<file path="config.mk">
export PLATFORM = sky130hd
export DESIGN_NAME = smi_target_flat
export DESIGN_NICKNAME = d
export VERILOG_FILES = /design/src/rtl/smi_target_if.sv /design/src/rtl/smi_target.sv /design/src/flat_wrapper.sv
export SDC_FILE = /design/constraint.sdc
export NUM_CORES = 1
export LEC_CHECK = 0
export ABC_AREA = 0
export CAP_MARGIN = 20
export CORE_MARGIN = 2
export CORE_UTILIZATION = 45
export CTS_CLUSTER_DIAMETER = 50
export DETAILED_ROUTE_END_ITERATION = 8
export GPL_ROUTABILITY_DRIVEN = 0
export MAX_ROUTING_LAYER = met4
export PLACE_DENSITY = 0.67
export SLEW_MARGIN = 25
export SYNTH_ARGS = -nofsm -noshare
export SYNTH_HDL_FRONTEND = slang
export SYNTH_SLANG_ARGS = --single-unit
</file>
<file path="constraint.sdc">
create_clock -name clk -period 3.09 [get_ports clk]
set_clock_uncertainty 0.15 [all_clocks]
set_input_delay 0.4635 -clock clk [delete_from_list [all_inputs] [get_ports clk]]
set_output_delay 0.4635 -clock clk [all_outputs]
set_load 0.05 [all_outputs]
</file>
<file path="src/rtl/smi_target_if.sv">
// MDIO/SMI management bus bundle between a station (master side) and the
// PHY-side target.
//
// Handshake: there is no valid/ready pair on this bus. mdc_i/mdio_i are raw
// asynchronous pad signals. rd_stb_o, wr_stb_o and err_o are single-clk
// strobes with no back-pressure. rd_adr_o is valid in the rd_stb_o cycle and
// stays valid afterwards. rd_data_i must be stable by the next MDC rising edge.
// wr_data_o/rd_adr_o are valid in the wr_stb_o cycle.
interface smi_target_if;
    logic        mdc_i;
    logic        mdio_i;
    logic        mdio_oe_o;
    logic        rd_stb_o;
    logic [4:0]  rd_adr_o;
    logic [15:0] rd_data_i;
    logic        wr_stb_o;
    logic [15:0] wr_data_o;
    logic        busy_o;
    logic        err_o;

    modport master (
        output mdc_i, mdio_i, rd_data_i,
        input  mdio_oe_o, rd_stb_o, rd_adr_o, wr_stb_o, wr_data_o, busy_o, err_o
    );

    modport slave (
        input  mdc_i, mdio_i, rd_data_i,
        output mdio_oe_o, rd_stb_o, rd_adr_o, wr_stb_o, wr_data_o, busy_o, err_o
    );
endinterface

</file>
<file path="src/rtl/smi_target.sv">
// Clause-22 MDIO target: oversamples MDC/MDIO, decodes frames addressed to
// PHY_ADDR, issues register read/write strobes and drives read data back on
// the open-drain MDIO line.
module smi_target #(
    parameter logic [4:0] PHY_ADDR = 5'd1,
    parameter int         PRE_MIN  = 32
) (
    input  logic       clk,
    input  logic       rst,
    smi_target_if.slave bus,
    output logic [2:0] state_dbg
);
    localparam logic [5:0] PRE_MIN_C = 6'(PRE_MIN);

    typedef enum logic [2:0] {
        S_PRE, S_ST1, S_OP, S_PHYAD, S_REGAD, S_TA, S_DATA, S_SKIP
    } state_t;

    state_t      state_q, state_d;
    logic [5:0]  ones_q, ones_d;
    // Bit position within the 32-bit post-preamble frame; bit 0 is the ST '0'.
    logic [4:0]  fpos_q, fpos_d;
    logic        is_rd_q, is_rd_d;
    logic [15:0] sr_q, sr_d;
    logic [4:0]  adr_q, adr_d;
    logic [15:0] wdat_q, wdat_d;
    logic        oe_q, oe_d;
    logic        busy_q, busy_d;
    logic        rd_stb_q, rd_stb_d;
    logic        wr_stb_q, wr_stb_d;
    logic        err_q, err_d;

    logic mdc_s1, mdc_s2, mdc_d, mdio_s1, mdio_s2;
    logic bit_ev, b;

    // Two-flop synchronisers plus a delayed MDC copy for rising-edge detection.
    always_ff @(posedge clk or negedge rst) begin
        if (!rst) begin
            mdc_s1  <= 1'b0;
            mdc_s2  <= 1'b0;
            mdc_d   <= 1'b0;
            mdio_s1 <= 1'b1;
            mdio_s2 <= 1'b1;
        end else begin
            mdc_s1  <= bus.mdc_i;
            mdc_s2  <= mdc_s1;
            mdc_d   <= mdc_s2;
            mdio_s1 <= bus.mdio_i;
            mdio_s2 <= mdio_s1;
        end
    end

    assign bit_ev = mdc_s2 & ~mdc_d;
    assign b      = mdio_s2;

    // State and datapath registers; reset releases MDIO immediately.
    always_ff @(posedge clk or negedge rst) begin
        if (!rst) begin
            state_q  <= S_PRE;
            ones_q   <= '0;
            fpos_q   <= '0;
            is_rd_q  <= 1'b0;
            sr_q     <= '0;
            adr_q    <= '0;
            wdat_q   <= '0;
            oe_q     <= 1'b0;
            busy_q   <= 1'b0;
            rd_stb_q <= 1'b0;
            wr_stb_q <= 1'b0;
            err_q    <= 1'b0;
        end else begin
            state_q  <= state_d;
            ones_q   <= ones_d;
            fpos_q   <= fpos_d;
            is_rd_q  <= is_rd_d;
            sr_q     <= sr_d;
            adr_q    <= adr_d;
            wdat_q   <= wdat_d;
            oe_q     <= oe_d;
            busy_q   <= busy_d;
            rd_stb_q <= rd_stb_d;
            wr_stb_q <= wr_stb_d;
            err_q    <= err_d;
        end
    end

    // Frame decoder: every change happens on an MDC bit event only.
    always_comb begin
        state_d  = state_q;
        ones_d   = ones_q;
        fpos_d   = fpos_q;
        is_rd_d  = is_rd_q;
        sr_d     = sr_q;
        adr_d    = adr_q;
        wdat_d   = wdat_q;
        oe_d     = oe_q;
        busy_d   = busy_q;
        rd_stb_d = 1'b0;
        wr_stb_d = 1'b0;
        err_d    = 1'b0;
        if (bit_ev) begin
            fpos_d = fpos_q + 5'd1;
            sr_d   = {sr_q[14:0], b};
            case (state_q)
                S_PRE: begin
                    if (b) begin
                        ones_d = (ones_q == 6'd63) ? ones_q : ones_q + 6'd1;
                    end else if (ones_q >= PRE_MIN_C) begin
                        state_d = S_ST1;
                        ones_d  = '0;
                        fpos_d  = 5'd1;
                    end else begin
                        ones_d = '0;
                    end
                end
                S_ST1: begin
                    if (b) begin
                        state_d = S_OP;
                        busy_d  = 1'b1;
                    end else begin
                        state_d = S_PRE;
                        ones_d  = '0;
                    end
                end
                S_OP: begin
                    if (fpos_q == 5'd3) begin
                        if ({sr_q[0], b} == 2'b10) begin
                            is_rd_d = 1'b0;
                            state_d = S_PHYAD;
                        end else if ({sr_q[0], b} == 2'b01) begin
                            is_rd_d = 1'b1;
                            state_d = S_PHYAD;
                        end else begin
                            state_d = S_SKIP;
                        end
                    end
                end
                S_PHYAD: begin
                    if (fpos_q == 5'd8)
                        state_d = ({sr_q[3:0], b} == PHY_ADDR) ? S_REGAD : S_SKIP;
                end
                S_REGAD: begin
                    if (fpos_q == 5'd13) begin
                        adr_d    = {sr_q[3:0], b};
                        rd_stb_d = is_rd_q;
                        state_d  = S_TA;
                    end
                end
                S_TA: begin
                    if (is_rd_q) begin
                        if (fpos_q == 5'd14) begin
                            // Read data is fetched here and the 2nd TA bit is driven 0.
                            sr_d = bus.rd_data_i;
                            oe_d = 1'b1;
                        end else begin
                            sr_d    = sr_q;
                            oe_d    = ~sr_q[15];
                            state_d = S_DATA;
                        end
                    end else if (b != (fpos_q == 5'd14)) begin
                        err_d   = 1'b1;
                        state_d = S_SKIP;
                    end else if (fpos_q == 5'd15) begin
                        state_d = S_DATA;
                    end
                end
                S_DATA: begin
                    if (is_rd_q) begin
                        sr_d = {sr_q[14:0], 1'b0};
                        oe_d = ~sr_q[14];
                    end
                    if (fpos_q == 5'd31) begin
                        state_d = S_PRE;
                        ones_d  = '0;
                        busy_d  = 1'b0;
                        oe_d    = 1'b0;
                        fpos_d  = '0;
                        if (!is_rd_q) begin
                            wdat_d   = {sr_q[14:0], b};
                            wr_stb_d = 1'b1;
                        end
                    end
                end
                S_SKIP: begin
                    // Swallow the rest of the 32-bit frame body, then demand a new preamble.
                    oe_d = 1'b0;
                    if (fpos_q == 5'd31) begin
                        state_d = S_PRE;
                        ones_d  = '0;
                        busy_d  = 1'b0;
                        fpos_d  = '0;
                    end
                end
                default: state_d = S_PRE;
            endcase
        end
    end

    assign bus.mdio_oe_o = oe_q;
    assign bus.rd_stb_o  = rd_stb_q;
    assign bus.rd_adr_o  = adr_q;
    assign bus.wr_stb_o  = wr_stb_q;
    assign bus.wr_data_o = wdat_q;
    assign bus.busy_o    = busy_q;
    assign bus.err_o     = err_q;
    assign state_dbg     = 3'(state_q);
endmodule

</file>
<file path="src/flat_wrapper.sv">
// flat-port wrapper written by rule: the top's interface ports become plain ports
module smi_target_flat 
#(
    parameter logic [4:0] PHY_ADDR = 5'd1,
    parameter int         PRE_MIN  = 32
)
  (clk, rst, state_dbg, bus_mdc_i, bus_mdio_i, bus_rd_data_i, bus_mdio_oe_o, bus_rd_stb_o, bus_rd_adr_o, bus_wr_stb_o, bus_wr_data_o, bus_busy_o, bus_err_o);
  smi_target_if bus_i ();
  input  logic clk;
  input  logic rst;
  output logic [2:0] state_dbg;
  input wire logic [$bits(bus_i.mdc_i)-1:0] bus_mdc_i;
  input wire logic [$bits(bus_i.mdio_i)-1:0] bus_mdio_i;
  input wire logic [$bits(bus_i.rd_data_i)-1:0] bus_rd_data_i;
  output wire logic [$bits(bus_i.mdio_oe_o)-1:0] bus_mdio_oe_o;
  output wire logic [$bits(bus_i.rd_stb_o)-1:0] bus_rd_stb_o;
  output wire logic [$bits(bus_i.rd_adr_o)-1:0] bus_rd_adr_o;
  output wire logic [$bits(bus_i.wr_stb_o)-1:0] bus_wr_stb_o;
  output wire logic [$bits(bus_i.wr_data_o)-1:0] bus_wr_data_o;
  output wire logic [$bits(bus_i.busy_o)-1:0] bus_busy_o;
  output wire logic [$bits(bus_i.err_o)-1:0] bus_err_o;
  assign bus_i.mdc_i = bus_mdc_i;
  assign bus_i.mdio_i = bus_mdio_i;
  assign bus_i.rd_data_i = bus_rd_data_i;
  assign bus_mdio_oe_o = bus_i.mdio_oe_o;
  assign bus_rd_stb_o = bus_i.rd_stb_o;
  assign bus_rd_adr_o = bus_i.rd_adr_o;
  assign bus_wr_stb_o = bus_i.wr_stb_o;
  assign bus_wr_data_o = bus_i.wr_data_o;
  assign bus_busy_o = bus_i.busy_o;
  assign bus_err_o = bus_i.err_o;
  smi_target #(.PHY_ADDR(PHY_ADDR), .PRE_MIN(PRE_MIN)) u_core (.clk(clk), .rst(rst), .bus(bus_i), .state_dbg(state_dbg));
endmodule
</file>
== Word level (Yosys, flattened, before mapping) ==
Index checks and enable logic that the tools add are counted.
Cells by class
  reductions and logical operators: 14
  equal/unequal tests: 32
  shift operators: 0
  div/mod/pow operators: 0
  bitwise operators: 5
  $mul: 0
  magnitude comparators: 1
  multiplexer cells: 49
  add/sub/neg operators: 2
Operator list (count)
  2-to-1 mux 3 bit: 12
  2-to-1 mux 16 bit: 2
  one-hot mux 16 bit (2 select lines): 1
  2-to-1 mux 6 bit: 4
  one-hot mux 3 bit (7 select lines): 1
  equality test 5 x 4 -> 1 bit, second input constant: 4
  2-to-1 mux 1 bit: 20
  one-hot mux 6 bit (3 select lines): 1
  AND reduction 4 bit: 4
  2-to-1 mux 5 bit: 3
  != test 2 x 1 -> 1 bit, second input constant: 7
  equality test 3 bit, second input constant: 4
  one-hot mux 5 bit (2 select lines): 1
  != test 3 bit, second input constant: 3
  AND reduction 9 bit: 1
  adder 6 x 1 -> 6 bit, second input constant: 1
  equality test 3 x 2 -> 1 bit, second input constant: 2
  equality test 6 bit, second input constant: 1
  >= comparator 6 bit, second input constant: 1
  nonzero test 3 bit: 2
  adder 5 x 1 -> 5 bit, second input constant: 1
  equality test 5 x 1 -> 1 bit, second input constant: 1
  equality test 5 x 2 -> 1 bit, second input constant: 1
  equality test 5 bit, second input constant: 1
  other kinds (18): 24
Word-level totals
  memory bits (writable): 0
  input bits: 20
  output and inout port bits: 29
  bits in read-only memories: 0
  word-level logic and storage cells: 120
  memories: 0
  flip-flop bits (word level): 62
  bits in latches: 0

== Longest topological paths before layout ==
Gate-level depths: netlist (run 1).
  depth in word-level cells: 6
  gate-level depth with buffers: 8
  depth with buffers taken out: 8

== Worst setup path before layout (run 1) ==
Ideal clock, no wire load.
  kind: flip-flop to flip-flop
  start: register u_core.fpos_q[0]
  end: register u_core.wdat_q[10] (netlist: u_core.bus.wr_data_o[10])
  library setup time: 125 ps
  buffers on the path: 1
  data arrival time: 2030 ps
  slack: 786 ps
  data required time: 2815 ps
  stages on the path, launching flop included: 8
  cell sequence: dfrtp_1 > ha_1 > and3_1 > ha_1 > nand3_2 > nor4_4 > buf_6 > mux2_2
Between the ends
  word-level cells in the longest chain between the ends: 2
Ends and longest elaborated chain
  start, declared: RTL line smi_target.sv:22  | logic [4:0] fpos_q, fpos_d;
  start signal, assigned: RTL line smi_target.sv:74  | fpos_q <= fpos_d;
  equality test 5 bit: RTL line smi_target.sv:172  | if (fpos_q == 5'd31) begin
  AND reduction 4 bit (no source line)
  end signal, assigned: RTL line smi_target.sv:78  | wdat_q <= wdat_d;
  end, declared: RTL line smi_target.sv:26  | logic [15:0] wdat_q, wdat_d;
No other way between the ends.
A chain may end at the register's enable or synchronous reset.

== Final worst setup path (run 1) ==
  start: register u_core.state_q[1] (netlist: u_core.state_dbg[1])
  end: output state_dbg[1]
RTL lines
  start, declared: RTL line smi_target.sv:19  | state_t state_q, state_d;
  start signal, assigned: RTL line smi_target.sv:72  | state_q <= state_d;
  end, declared: RTL line flat_wrapper.sv:11  | output logic [2:0] state_dbg;
No word-level cell between the ends.

==> results of run 1 <==
-- cell usage after synthesis, drive strengths merged (3+ instances only) --
cell / n / area share [%]
a21oi: 20 / 3.2
a31oi: 3 / 0.61
and3: 3 / 0.61
buf: 13 / 2.7
dfrtp: 60 / 49
ha: 10 / 4.0
inv: 12 / 1.5
mux2: 23 / 8.5
mux2i: 16 / 5.2
nand2: 10 / 1.3
nand2b: 5 / 1.0
nand3: 9 / 1.8
nor2: 25 / 3.3
nor2b: 4 / 0.81
nor3: 6 / 0.97
o21ai: 23 / 3.7
o31ai: 6 / 1.5
or2: 3 / 0.69
-- flip-flops by register name, summed over array words and instances, names as in the netlist --
| name | count |
|---|---|
| u_core.b | 1 |
| u_core.fpos_q | 5 |
| u_core.ones_q | 6 |
| u_core.bus.rd_stb_o | 1 |
| u_core.sr_q | 16 |
| u_core.bus.busy_o | 1 |
| u_core.bus.wr_data_o | 16 |
| u_core.state_dbg | 3 |
| u_core.bus.wr_stb_o | 1 |
| u_core.bus.mdio_oe_o | 1 |
| u_core.mdio_s1 | 1 |
| u_core.bus.err_o | 1 |
| u_core.mdc_d | 1 |
| u_core.bus.rd_adr_o | 5 |
| u_core.is_rd_q | 1 |
| u_core.mdc_s1 | 1 |
| u_core.mdc_s2 | 1 |
-- layout make-up --
cell class / count / area share, %
flip-flops and latches: 62 / 40.9
multi-input cells: 191 / 37.1
repair buffers: 53 / 13.5
clock buffers: 11 / 3.72
well taps: 80 / 2.64
inverters: 12 / 1.19
clock inverters: 5 / 0.923
-- kinds of logic (layout without fill, tap and decap cells) --
logic type | after synthesis | count (layout) | share of synthesized area [%]
compound gates | 65 | 65 | 13.1
xor+xnor | 1 | 1 | 0.283
fa+ha+maj | 10 | 10 | 4.04
buf+inv | 26 | 81 | 4.32
flops | 62 | 62 | 50.2
mux | 39 | 39 | 13.7
simple gates | 76 | 76 | 14.4
-- metrics by stage --
stage | setup slack, ns | cells | cell area (µm²) | power (W)
6_report | 0.466 | 414 | 3800 | 0.00184
5_1_grt | 0.409 | 414 | 3800 | 0.00194
4_1_cts | 0.460 | 414 | 3800 | 0.00186
3_5_place_dp | 0.716 | 398 | 3620 | 0.00121
3_3_place_gp | 0.808 | 398 | 3620 | 0.00121
2_1_floorplan | 0.786 | 279 | 3100 | 0.00112
-- path summary, 6_finish.rpt --
| check | endpoint | cells past startpoint |
|---|---|---|
| max | state_dbg[1] | 1 |
| min | u_core.bus.rd_stb_o | 2 |
| max reg2reg | u_core.bus.wr_data_o[0] | 7 |
| min reg2reg | u_core.mdc_s2 | 0 |
| max in group asynchronous | u_core.ones_q[4] | 2 |
| min in group clk | u_core.mdc_s2 | 0 |
-- per-layer routing --
layer  share of wire, %  vias to the layer above
met2                 46                       36
met4                2.4                        0
met3                2.6                       11
met5                  0                        -
li1                   -                     1094
met1                 49                     1088
-- power groups by stage --
stage	sequential [W]	clock [W]	combinational (W)
6_report	0.000970	0.000643	0.000227
4_1_cts	0.000968	0.000662	0.000231
2_1_floorplan	0.000959	0	0.000156
3_5_place_dp	0.000982	0	0.000230
3_3_place_gp	0.000980	0	0.000225
5_1_grt	0.000983	0.000698	0.000262
==> out/qor.txt, run 1 <==
WL final: 6220 µm
Critical path origin: u_core.state_dbg[1]
Switching Share: 29.0%
Setup CP Type: flop to output port
Asr flop ratio synth: 100%
Met2 Usage GRT: 25.3%
Endpoints failing setup: 0
Yosys cell types: 52
Slowest stage cell, crit path: clkdlybuf4s50_1
Hold crit path type: primary input to async pin
Net Sw Power: 0.000532 W
Yosys warns: 0
Worst skew pair latency: 0.35 ns
Area added between synthesis and finish: 22.6%
Synthesized area per cell: 11.1 µm²
Internal Power: 0.00131 W
Combinational Power Share: 12.3%
FF+latch area: 1550 µm²
WL/cell: 15.0 µm
Seq/Total Area, Yosys: 50.2%
Global-route wire length before repair: 10,300 µm
Status: complete, no violations
Tcrit/Tclk final: 84.9%
Max VDD drop: 0.288 mV
Diodes inserted: 0
Antenna violations before repair: 0
Core Box Area: 6720 µm²
Layout cells sized above 1: 18.0%
Commonest non-fill, non-tap cell in the layout: dfrtp_1
Met1 usage: 24.9%
Die area: 7560 µm²
FP Rows: 30
Most frequent cells in the layout: dfrtp_1 (60), clkdlybuf4s50_1 (47), nor2_1 (24)
DR iter-0 viols: 125
Hold_buf cts: 0
Crit path max-delay family: buffers and inverters
GRT busiest layer: met2
Post-synth EDFFs: 0
Met3 GRT Util: 3.89%
Clk pin slew, worst setup/hold paths: 0.07 ns
Mapped Cells: 279
Worst Path Max Fanout: 18
Pwr dens: 484 nW/µm²
Multi-input logic area: 1410 µm²
Max Slew Vio Count: 0
Die Wd: 86.9 µm
Slew margin rel.: 48.4%
Final hold violations: 0
Starting Density: 46.1%
Worst Setup Start Kind: flop
Top_reg_cell synth: dfrtp_1
Clock Sink Count: 62
# Post-CTS Setup Buffers: 0
Clock buffer count from CTS: 9
Gr ovfl total: 0
RSZ-0062 raised after global routing: false
Clock share of power: 34.9%
Crit path capture type: output port
Worst Path Buf+Inv: 1
Vias per cell: 5.38
Setup TNS: 0 ns
Final #Nets: 359
Global-route usage over all layers: 18.2%
Detailed-route via count: 2,229
CTS tree: built
Final Util: 56.5%
Hold Worst Slack: 0.125 ns
Largest net degree at the start of global routing: 63
Min Tclk post-route: 2.62 ns
CP cell instances: clkdlybuf4s50_1
Max Cap Violations: 0
Fillers: 608
HPWL Detailed: 4100 µm
Clock root cell: clkbuf_8
Final ANT Viol Nets: 0
First-pass DRT Iterations: 4
Post-route DRC: 0
Synthesized area: 3100 µm²
Achievable frequency: 0.381 GHz
H-tree Lvls: 3
Die Ht: 86.9 µm
IO Count: 49
Worst Path Arrival: 2.01 ns
Leakage: 1.71 nW
Syn_nets: 309
CTS resizes: 0
Port Buf Inserts: 48
Flops & latches, synth: 62
Worst slew pin tran: 0.774 ns
Seq pwr share: 52.7%
Reg2Reg Setup Slack: 0.71 ns
Max Buffers Root-to-Sink: 2
Vias in the first global route: 2,066
Critical R2R Launch: u_core.fpos_q[0]
Req. time, crit path: 2.48 ns
CP peak stage delay: 0.92 ns
Power figures use the tool's default switching activity.
==> run 2: changes to the inputs <==
Clock period 3.09 ns to 2.5 ns, I/O delays scaled along.
==> out/qor.txt, run 2 (synthesis results as in run 1) <==
Status: complete, no violations
Worst Path Arrival: 1.88 ns
Req. time, crit path: 1.98 ns
IO Count: 49
Commonest non-fill, non-tap cell in the layout: dfrtp_1
Die Ht: 86.9 µm
Largest net degree at the start of global routing: 34
CTS tree: built
Final hold violations: 0
RSZ-0062 raised after global routing: false
Detailed-route via count: 2,273
Hold path startpoint: u_core.mdc_s1
Starting Density: 46.1%
Pwr dens: 585 nW/µm²
Min Tclk post-route: 2.40 ns
Global-route usage over all layers: 18.9%
Worst slew pin tran: 0.636 ns
Fin area: 3860 µm²
Crit path max-delay family: buffers and inverters
Vias in the first global route: 2,222
Pre-CTS worst setup slack: 0.211 ns
H-tree Lvls: 3
Post-route DRC: 0
Final Util: 57.5%
Most frequent cells in the layout: dfrtp_1 (60), clkdlybuf4s50_1 (46), nor2_1 (24)
Switching Share: 28.4%
Clock share of power: 34.4%
Critical path origin: u_core.state_dbg[2]
Final #Nets: 365
Area added between synthesis and finish: 24.9%
Gr ovfl total: 0
Worst Setup Start Kind: flop
Max VDD drop: 0.377 mV
Slew margin rel.: 57.6%
Worst skew pair latency: 0.34 ns
Tcrit/Tclk final: 96.1%
Net Sw Power: 0.000643 W
Layout cells sized above 1: 19.4%
Seq pwr share: 52.9%
CP cell instances: clkdlybuf4s50_1
Achievable frequency: 0.416 GHz
Hold crit path type: flop to flop
Clock buffer count from CTS: 9
WL/cell: 15.1 µm
Critical R2R Launch: u_core.fpos_q[0]
Antenna violations before repair: 0
Slowest stage cell, crit path: clkdlybuf4s50_1
Diodes inserted: 0
DR iter-0 viols: 129
WL final: 6340 µm
Final ANT Viol Nets: 0
Max Buffers Root-to-Sink: 2
Internal Power: 0.00162 W
Clock root cell: clkbuf_8
CTS resizes: 0
Setup CP Type: flop to output port
Clock Sink Count: 62
Global-route wire length before repair: 10,600 µm
Max Slew Vio Count: 0
Worst Path Max Fanout: 13
Worst Path Buf+Inv: 1
Endpoints failing setup: 0
Leakage: 1.74 nW
Reg2Reg Setup Slack: 0.20 ns
Crit path capture type: output port
Vias per cell: 5.41
First-pass DRT Iterations: 4
Post-place instance area: 3680 µm²
CP peak stage delay: 0.90 ns
Die Wd: 86.9 µm
Max Cap Violations: 0
Clk pin slew, worst setup/hold paths: 0.07 ns
HPWL Detailed: 4390 µm
Core Box Area: 6720 µm²
Die area: 7560 µm²
Final WS setup: 0.0982 ns
Setup TNS: 0 ns
FP Rows: 30
Fillers: 577
Combinational Power Share: 12.7%
Hold Worst Slack: 0.203 ns
Port Buf Inserts: 48
run 2: changes by cell type in the layout (fill, tap and decap cells not counted):
cell,before,now
buf_12,0,2
buf_4,5,9
clkinvlp_4,1,2
dlygate4sd3_1,0,1
clkdlybuf4s50_1,47,46
inv_6,0,1
clkinv_4,2,0
run 2: area by class of cell:
class | instances | area (µm²) | share of cell area, %
inverter | 12 | 45.0 | 1.17
clock inverter | 5 | 33.8 | 0.874
clock buffer | 11 | 141 | 3.66
tap | 80 | 100 | 2.59
multi-input combinational | 191 | 1410 | 36.4
sequential | 62 | 1550 | 40.2
timing repair buffer | 59 | 583 | 15.1
run 2: per-stage QoR:
step | std cells | total power (W)
2_1_floorplan | 279 | 0.00138
3_3_place_gp | 403 | 0.00149
3_5_place_dp | 403 | 0.00150
4_1_cts | 420 | 0.00229
5_1_grt | 420 | 0.00240
6_report | 420 | 0.00226
run 2: what timing repair did:
action | 4_1_cts | 5_1_grt
hold buffers | 1 | 0
buffers inserted | 0 | 0
endpoints found under the hold margin | 16 | 0
run 2: path summary, 6_finish.rpt:
| path | end | depth (start not counted) |
|---|---|---|
| setup / recovery | state_dbg[2] | 1 |
| hold / removal | u_core.mdc_s2 | 0 |
| setup reg to reg | u_core.bus.wr_data_o[13] | 7 |
| hold reg to reg | u_core.mdc_s2 | 0 |
| max in group asynchronous | u_core.sr_q[14] | 3 |
| min in group asynchronous | u_core.bus.busy_o | 2 |
run 2: power by group through the flow:
stage          Sequential, W  Clock, W  Combinational (W)
6_report             0.00120  0.000778           0.000287
5_1_grt              0.00121  0.000843           0.000341
4_1_cts              0.00120  0.000798           0.000292
3_5_place_dp         0.00121         0           0.000289
3_3_place_gp         0.00121         0           0.000280
2_1_floorplan        0.00119         0           0.000193
run 2: layer usage:
metal / wire length [µm] / track usage, %
met1: 3040 / 25.7
met2: 2910 / 27.6
met3: 235 / 3.70
met4: 149 / 8.24
met5: 0 / -
